File: src/rtl/filter_pkg.sv
// Shared types and width helpers for the moving-average filter.
// Holds the FSM state encoding and the window-depth legality check.
package filter_pkg;

    typedef enum logic [1:0] {
        IDLE,
        ACCUM,
        EMIT
    } filterState_e;

    localparam int MinDepth = 2;
    localparam int MaxDepth = 256;

    function automatic bit depthIsLegal(input int depth);
        return (depth >= MinDepth) && (depth <= MaxDepth)
            && ((depth & (depth - 1)) == 0);
    endfunction

    function automatic int idxWidth(input int n);
        return (n > 1) ? $clog2(n) : 1;
    endfunction

    function automatic int ptrWidth(input int depth);
        return $clog2(depth);
    endfunction

    function automatic int sumWidth(input int dataWidth, input int depth);
        return dataWidth + ptrWidth(depth);
    endfunction

endpackage

File: src/rtl/moving_average_history.sv
// Per-channel circular sample history, one read and one write port.
// Reads are combinational, so a same-cycle write still returns the old entry.
module moving_average_history #(
    parameter int NumChannels = 3,
    parameter int DataWidth   = 10,
    parameter int Depth       = 64,
    parameter int ChanWidth   = 2,
    parameter int PtrWidth    = 6
) (
    input  logic                 Clock,
    input  logic                 WrEn,
    input  logic [ChanWidth-1:0] WrChan,
    input  logic [PtrWidth-1:0]  WrPtr,
    input  logic [DataWidth-1:0] WrData,
    input  logic [ChanWidth-1:0] RdChan,
    input  logic [PtrWidth-1:0]  RdPtr,
    output logic [DataWidth-1:0] RdData
);

    logic [DataWidth-1:0] mem [NumChannels][Depth];

    always_ff @(posedge Clock) begin
        if (WrEn) begin
            mem[WrChan][WrPtr] <= WrData;
        end
    end

    assign RdData = mem[RdChan][RdPtr];

endmodule

File: src/rtl/moving_average_filter.sv
// Multi-channel boxcar filter: running sum per channel over a circular
// history, channels time-multiplexed through one adder.
module moving_average_filter
    import filter_pkg::*;
#(
    parameter int NumChannels = 3,
    parameter int DataWidth   = 10,
    parameter int Depth       = 64,
    parameter bit IsSigned    = 1'b1
) (
    input  logic                             Clock,
    input  logic                             Reset_n,
    input  logic                             InValid,
    output logic                             InReady,
    input  logic [NumChannels*DataWidth-1:0] InData,
    input  logic                             Flush,
    input  logic                             Bypass,
    output logic                             OutValid,
    output logic [NumChannels*DataWidth-1:0] OutData,
    output logic                             Primed,
    output logic                             Overrun
);

    localparam int PtrWidth  = ptrWidth(Depth);
    localparam int ChanWidth = idxWidth(NumChannels);
    localparam int SumWidth  = sumWidth(DataWidth, Depth);
    localparam int FillWidth = PtrWidth + 1;
    localparam int BusWidth  = NumChannels * DataWidth;

    if (!depthIsLegal(Depth)) begin : gBadDepth
        $error("moving_average_filter: Depth must be a power of two in 2..256");
    end

    filterState_e stateQ, stateD;

    logic [ChanWidth-1:0] chanQ;
    logic [PtrWidth-1:0]  ptrQ;
    logic [FillWidth-1:0] fillQ;
    logic [BusWidth-1:0]  inDataQ;
    logic [BusWidth-1:0]  outDataQ;
    logic [BusWidth-1:0]  emitData;
    logic                 bypassQ;
    logic                 outValidQ;
    logic                 overrunQ;

    logic [SumWidth-1:0]  sumQ [NumChannels];
    logic [DataWidth-1:0] inSample [NumChannels];

    logic                 accept;
    logic                 windowFull;
    logic                 lastChan;
    logic                 histWrEn;
    logic [DataWidth-1:0] newSample;
    logic [DataWidth-1:0] oldSample;
    logic [DataWidth-1:0] histRd;
    logic [SumWidth-1:0]  newExt;
    logic [SumWidth-1:0]  oldExt;
    logic [SumWidth-1:0]  sumNext;

    for (genvar c = 0; c < NumChannels; c++) begin : gSplit
        assign inSample[c] = inDataQ[c*DataWidth +: DataWidth];
    end

    assign InReady    = (stateQ == IDLE);
    assign accept     = InValid && InReady && !Flush;
    assign windowFull = (fillQ == FillWidth'(Depth));
    assign lastChan   = (chanQ == ChanWidth'(NumChannels - 1));
    assign histWrEn   = (stateQ == ACCUM) && !Flush;
    assign newSample  = inSample[chanQ];

    assign OutValid = outValidQ;
    assign OutData  = outDataQ;
    assign Primed   = windowFull;
    assign Overrun  = overrunQ;

    moving_average_history #(
        .NumChannels(NumChannels),
        .DataWidth  (DataWidth),
        .Depth      (Depth),
        .ChanWidth  (ChanWidth),
        .PtrWidth   (PtrWidth)
    ) uHistory (
        .Clock (Clock),
        .WrEn  (histWrEn),
        .WrChan(chanQ),
        .WrPtr (ptrQ),
        .WrData(newSample),
        .RdChan(chanQ),
        .RdPtr (ptrQ),
        .RdData(histRd)
    );

    // Slots not yet written since reset/flush count as zero.
    always_comb begin
        oldSample = windowFull ? histRd : '0;
        if (IsSigned) begin
            newExt = {{PtrWidth{newSample[DataWidth-1]}}, newSample};
            oldExt = {{PtrWidth{oldSample[DataWidth-1]}}, oldSample};
        end else begin
            newExt = {{PtrWidth{1'b0}}, newSample};
            oldExt = {{PtrWidth{1'b0}}, oldSample};
        end
        sumNext = sumQ[chanQ] + newExt - oldExt;
    end

    // Dropping the low bits of a two's-complement sum floors toward -inf.
    always_comb begin
        emitData = '0;
        for (int c = 0; c < NumChannels; c++) begin
            if (bypassQ) begin
                emitData[c*DataWidth +: DataWidth] = inSample[c];
            end else begin
                emitData[c*DataWidth +: DataWidth] = sumQ[c][SumWidth-1:PtrWidth];
            end
        end
    end

    always_ff @(posedge Clock or negedge Reset_n) begin
        if (!Reset_n) begin
            stateQ <= IDLE;
        end else begin
            stateQ <= stateD;
        end
    end

    always_comb begin
        stateD = stateQ;
        unique case (stateQ)
            IDLE: begin
                if (accept) begin
                    stateD = ACCUM;
                end
            end
            ACCUM: begin
                if (lastChan) begin
                    stateD = EMIT;
                end
            end
            EMIT: begin
                stateD = IDLE;
            end
            default: begin
                stateD = IDLE;
            end
        endcase
        if (Flush) begin
            stateD = IDLE;
        end
    end

    always_ff @(posedge Clock or negedge Reset_n) begin
        if (!Reset_n) begin
            chanQ   <= '0;
            inDataQ <= '0;
            bypassQ <= 1'b0;
        end else if (Flush) begin
            chanQ <= '0;
        end else if (accept) begin
            chanQ   <= '0;
            inDataQ <= InData;
            bypassQ <= Bypass;
        end else if (stateQ == ACCUM) begin
            chanQ <= lastChan ? '0 : chanQ + 1'b1;
        end
    end

    always_ff @(posedge Clock or negedge Reset_n) begin
        if (!Reset_n) begin
            for (int c = 0; c < NumChannels; c++) begin
                sumQ[c] <= '0;
            end
        end else if (Flush) begin
            for (int c = 0; c < NumChannels; c++) begin
                sumQ[c] <= '0;
            end
        end else if (stateQ == ACCUM) begin
            for (int c = 0; c < NumChannels; c++) begin
                if (chanQ == ChanWidth'(c)) begin
                    sumQ[c] <= sumNext;
                end
            end
        end
    end

    always_ff @(posedge Clock or negedge Reset_n) begin
        if (!Reset_n) begin
            ptrQ      <= '0;
            fillQ     <= '0;
            outValidQ <= 1'b0;
            outDataQ  <= '0;
            overrunQ  <= 1'b0;
        end else if (Flush) begin
            ptrQ      <= '0;
            fillQ     <= '0;
            outValidQ <= 1'b0;
            outDataQ  <= '0;
            overrunQ  <= 1'b0;
        end else begin
            outValidQ <= (stateQ == EMIT);
            if (InValid && !InReady) begin
                overrunQ <= 1'b1;
            end
            if (stateQ == EMIT) begin
                ptrQ     <= ptrQ + 1'b1;
                outDataQ <= emitData;
                if (!windowFull) begin
                    fillQ <= fillQ + 1'b1;
                end
            end
        end
    end

endmodule

File: config.mk
export PLATFORM = sky130hd
export DESIGN_NAME = moving_average_filter
export DESIGN_NICKNAME = d
export VERILOG_FILES = /design/src/rtl/filter_pkg.sv /design/src/rtl/moving_average_history.sv /design/src/rtl/moving_average_filter.sv
export SDC_FILE = /design/constraint.sdc
export NUM_CORES = 2
export LEC_CHECK = 0
export CORE_MARGIN = 4
export CORE_UTILIZATION = 45
export DETAILED_ROUTE_END_ITERATION = 7
export GPL_TIMING_DRIVEN = 0
export MAX_ROUTING_LAYER = met4
export SLEW_MARGIN = 20
export SYNTH_ARGS = -nofsm -noshare
export SYNTH_HDL_FRONTEND = slang
export SYNTH_HIERARCHICAL = 1
export SYNTH_SLANG_ARGS = --single-unit
File: constraint.sdc
create_clock -name Clock -period 18.95 [get_ports Clock]
set_input_delay 2.8425 -clock Clock [delete_from_list [all_inputs] [get_ports Clock]]
set_output_delay 2.8425 -clock Clock [all_outputs]
set_load 0.005 [all_outputs]
==> metrics.csv <==
stage;metric;value;unit
cts;deepest clock path buffer count;3;
logic_synthesis;Seq/Total Area, Yosys;0.740;
logic_synthesis;Syn Nets;4504;
floorplan;Die Wd;436;um
floorplan;I/O pin count;69;
placement;GPL Wtd Cong;1.05;
final_layout;footprint of the multi-input gates;20300;um^2
cts;clock root cell;clkbuf_16;
global_route;vias in the first global route;47100;
logic_synthesis;Yosys reg bits;2048;
drt;DRT antenna net count;0;
logic_synthesis;Most used DFF post-synth;edfxtp_1;
final_layout;register area;60900;um^2
logic_synthesis;Post-Synthesis Cells;4434;
sta;Max Clk Rate;0.106;GHz
final_layout;fin cells;7347;
sta;final hold vios;0;
final_layout;Finished Cell Area;94400;um^2
worst_setup_path;Worst setup SP type;flop;
logic_synthesis;Post-Synth Adder-Cell Area;0.00669;
worst_setup_path;CP required;19.65;ns
cts;clock latency on the worst-skew pair;0.89;ns
drt;Post-Route WL;340000;um
global_route;pin count of the biggest net entering global routing;127;
global_route;initial antenna violation count;36;
global_route;gr usage total;0.365;
logic_synthesis;Synth Area in Compound Gates;0.0406;
placement;Post-Place Cells;6932;
outcome;status;finished, violations left;
placement;DP Worst Slack;10.27;ns
logic_synthesis;EDFF count, synth;1920;
cts;Post-CTS Resized;0;
sta;Final min period;9.44;ns
hold_path;Hold Crit Class;reg -> reg;
cts;Post-CTS Setup Repair Bufs;0;
final_layout;Layout area overhead;14.7;%
worst_setup_path;CP max FO;10;
cts;Clock Pin Slew Worst Setup and Hold Paths;0.06;ns
worst_setup_path;Critical Path Source;chanQ[1];
drt;drt pass-1 iters;8;
sta;final setup TNS;0;ns
floorplan;initial core utilization;0.454;
drt;WL/cell;46.2;um
logic_synthesis;Ys Warns;6;
placement;DP HPWL;224000;um
cts;CTS buffer count;212;
cts;H-tree levels;4;
final_layout;nets;4848;
sta;# setup viols final;0;
logic_synthesis;Netlist cell types;82;
drt;Vias/cell;6.90;
sta;Final Skew;0.0427;ns
worst_setup_path;critical setup path kind;reg -> reg;
drt;initial drt markers;9271;
sta;final period utilization;0.498;
cts;Clock Sinks;2048;
global_route;global-route wire length before repair;443000;um
sta;Slew HR;0.0934;
hold_path;Hold Startpoint;sumQ[5];
job;max cap viols;0;
floorplan;Die Y;436;um
drt;via count;50700;
floorplan;row cnt;156;
worst_setup_path;Setup crit end kind;flop;
pwr;Cell Pwr Density;113;nW/um^2
logic_synthesis;Mapped Avg Cell Area;18.6;um^2
sta;worst setup margin;9.51;ns
sta;Slew @ Worst Pin;1.36;ns
worst_setup_path;Worst R2R Start;chanQ[1];
final_layout;share of post-route cells with drive strength above 1;0.242;
pwr;Max IR drop VDD;0.0000804;V
pwr;Static Leak;29.6;nW
logic_synthesis;Post-Syn Area;82300;um^2
sta;final max-slew violation count;0;
floorplan;Die ar.;190000;um^2
floorplan;Std-Cell Core Area;181000;um^2
logic_synthesis;post-synthesis mux area share;0.150;
final_layout;# fillers;14400;
cts;CTS tree;built;
cts;post-cts hold buffer count;0;
placement;dpl cell area;87700;um^2
placement;port bufs;67;
logic_synthesis;largest family of logic cells by synthesized area;multiplexers;
logic_synthesis;Async SR Flop Fraction;0.0625;
drt;DRC Markers;1;
logic_synthesis;Synth Area in Simple Gates;0.0412;
global_route;total congestion overflow;0;
logic_synthesis;Synth Area in XOR/XNOR;0.00266;
sta;RSZ-0062 raised after global routing;no;
pwr;PnR Total Power;10.7;mW
worst_setup_path;WP data arrival;10.14;ns
outcome;failing checks;design-rule violations;
-- registers in the layout, summed over array words and instances, names as in the netlist --
signal	flops
stateQ	2
chanQ	2
OutData	30
bypassQ	1
Overrun	1
uHistory/mem	1920
sumQ	48
ptrQ	6
inDataQ	30
OutValid	1
fillQ	7
-- placed cells by master (no fill, tap or decap), types with 14 or more instances in the layout --
master	instances
a211oi_1	59
a21oi_1	121
a22oi_1	25
a31oi_1	37
and2_1	15
buf_16	33
buf_2	50
buf_4	71
buf_6	26
clkbuf_1	131
clkbuf_16	212
clkbuf_2	67
clkdlybuf4s50_1	66
clkinv_1	42
clkinv_2	23
dfrtp_1	128
diode_2	36
edfxtp_1	1920
fa_1	15
ha_1	20
inv_1	30
mux2_2	69
mux2i_1	230
mux4_2	401
nand2_1	267
nand2b_1	28
nand3_1	33
nand3b_1	14
nor2_1	180
nor2_2	155
nor3_1	22
o211ai_1	34
o21ai_0	115
o22ai_1	15
xnor2_1	14
-- power breakdown --
part | switching, mW | internal (mW)
combinational | 1.03 | 0.374
clock | 1.75 | 2.20
sequential | 0.0355 | 5.31
-- cells by family (layout without fill, tap and decap cells) --
group,count (synthesis),count (layout)
AO/OA/AOI/OAI,518,518
XOR/XNOR,25,25
adder cells (fa/ha/maj),35,35
buffers and inverters,313,820
flip-flops,2048,2048
multiplexers,709,709
other,0,36
AND/OR/NAND/NOR,786,786
-- per-stage QoR --
stage                     utilization  hold slack, ns
final                           0.521           0.497
after global routing            0.520           0.541
after CTS                       0.519           0.493
after detailed placement        0.484           0.480
after global placement          0.474           0.464
after floorplan                     -           0.448
-- Yosys cell counts (all sizes together), types with 4 or more instances --
| cell | count | area (um^2) |
|---|---|---|
| mux2i | 230 | 2300 |
| and2 | 16 | 100 |
| ha | 20 | 250 |
| xnor2 | 14 | 123 |
| dfrtp | 128 | 3200 |
| mux2 | 71 | 800 |
| nor3 | 29 | 145 |
| buf | 141 | 957 |
| o22ai | 15 | 93.8 |
| o21ai | 125 | 626 |
| a41oi | 4 | 35.0 |
| nand4 | 13 | 81.3 |
| o311ai | 6 | 52.6 |
| o21a | 4 | 31.3 |
| clkbuf | 130 | 488 |
| nor2b | 12 | 75.1 |
| a211o | 4 | 35.0 |
| nand3 | 34 | 175 |
| nor4 | 7 | 43.8 |
| o2111ai | 4 | 35.0 |
| edfxtp | 1920 | 57700 |
| o31ai | 5 | 37.5 |
| a211oi | 59 | 443 |
| a21oi | 122 | 614 |
| nand2 | 267 | 1000 |
| a22o | 5 | 43.8 |
| o211ai | 34 | 255 |
| nor2 | 336 | 1260 |
| a221oi | 10 | 87.6 |
| inv | 41 | 154 |
| o32ai | 7 | 61.3 |
| a22oi | 25 | 188 |
| a31oi | 37 | 231 |
| or2 | 4 | 25.0 |
| a311oi | 5 | 43.8 |
| or3 | 11 | 68.8 |
| and3 | 4 | 25.0 |
| xor2 | 11 | 96.3 |
| nand3b | 14 | 105 |
| a2111oi | 11 | 96.3 |
| mux4 | 408 | 9220 |
| a32oi | 11 | 96.3 |
| nand2b | 28 | 175 |
| fa | 15 | 300 |
-- critical path, stage by stage, from the launching register on --
cell	delay, ns
dfrtp_1	0.53
buf_2	0.33
buf_2	0.57
clkbuf_1	0.78
clkbuf_1	1.00
clkbuf_1	1.06
o21ai_0	0.43
a311oi_1	1.14
a32oi_1	0.62
and2_1	0.34
fa_1	0.50
inv_1	0.04
ha_1	0.34
o211ai_1	0.12
o21a_2	0.26
o31ai_1	0.45
o22ai_1	0.16
xor2_1	0.41
a211oi_1	0.15
-- layout make-up --
cell class              instances  share of cell area
multi-input cells            2073               0.215
diodes                         36            0.000954
flip-flops and latches       2048               0.645
well taps                    2370              0.0314
plain buffers                 271              0.0164
inverters                      42             0.00231
repair buffers                130              0.0210
clock inverters                93             0.00879
clock buffers                 284              0.0595
-- path summary, 6_finish.rpt --
| path | to | slack, ns | cells after the start |
|---|---|---|---|
| max in group asynchronous | ptrQ[5] | 16.32 | 2 |
| min in group asynchronous | OutData[6] | 1.87 | 1 |
| setup / recovery | sumQ[29] | 9.51 | 18 |
| hold / removal | sumQ[5] | 0.50 | 2 |
| setup reg to reg | sumQ[29] | 9.51 | 18 |
| hold reg to reg | sumQ[5] | 0.50 | 2 |
-- layer usage --
| layer | vias up | wire, um | global-route usage |
|---|---|---|---|
| met5 | - | 0 | - |
| met4 | 0 | 24600 | 0.214 |
| met3 | 956 | 46000 | 0.124 |
| met2 | 4221 | 145000 | 0.503 |
| met1 | 27000 | 124000 | 0.471 |
| li1 | 18600 | - | - |
No activity file was read; power rests on OpenSTA's default activity.
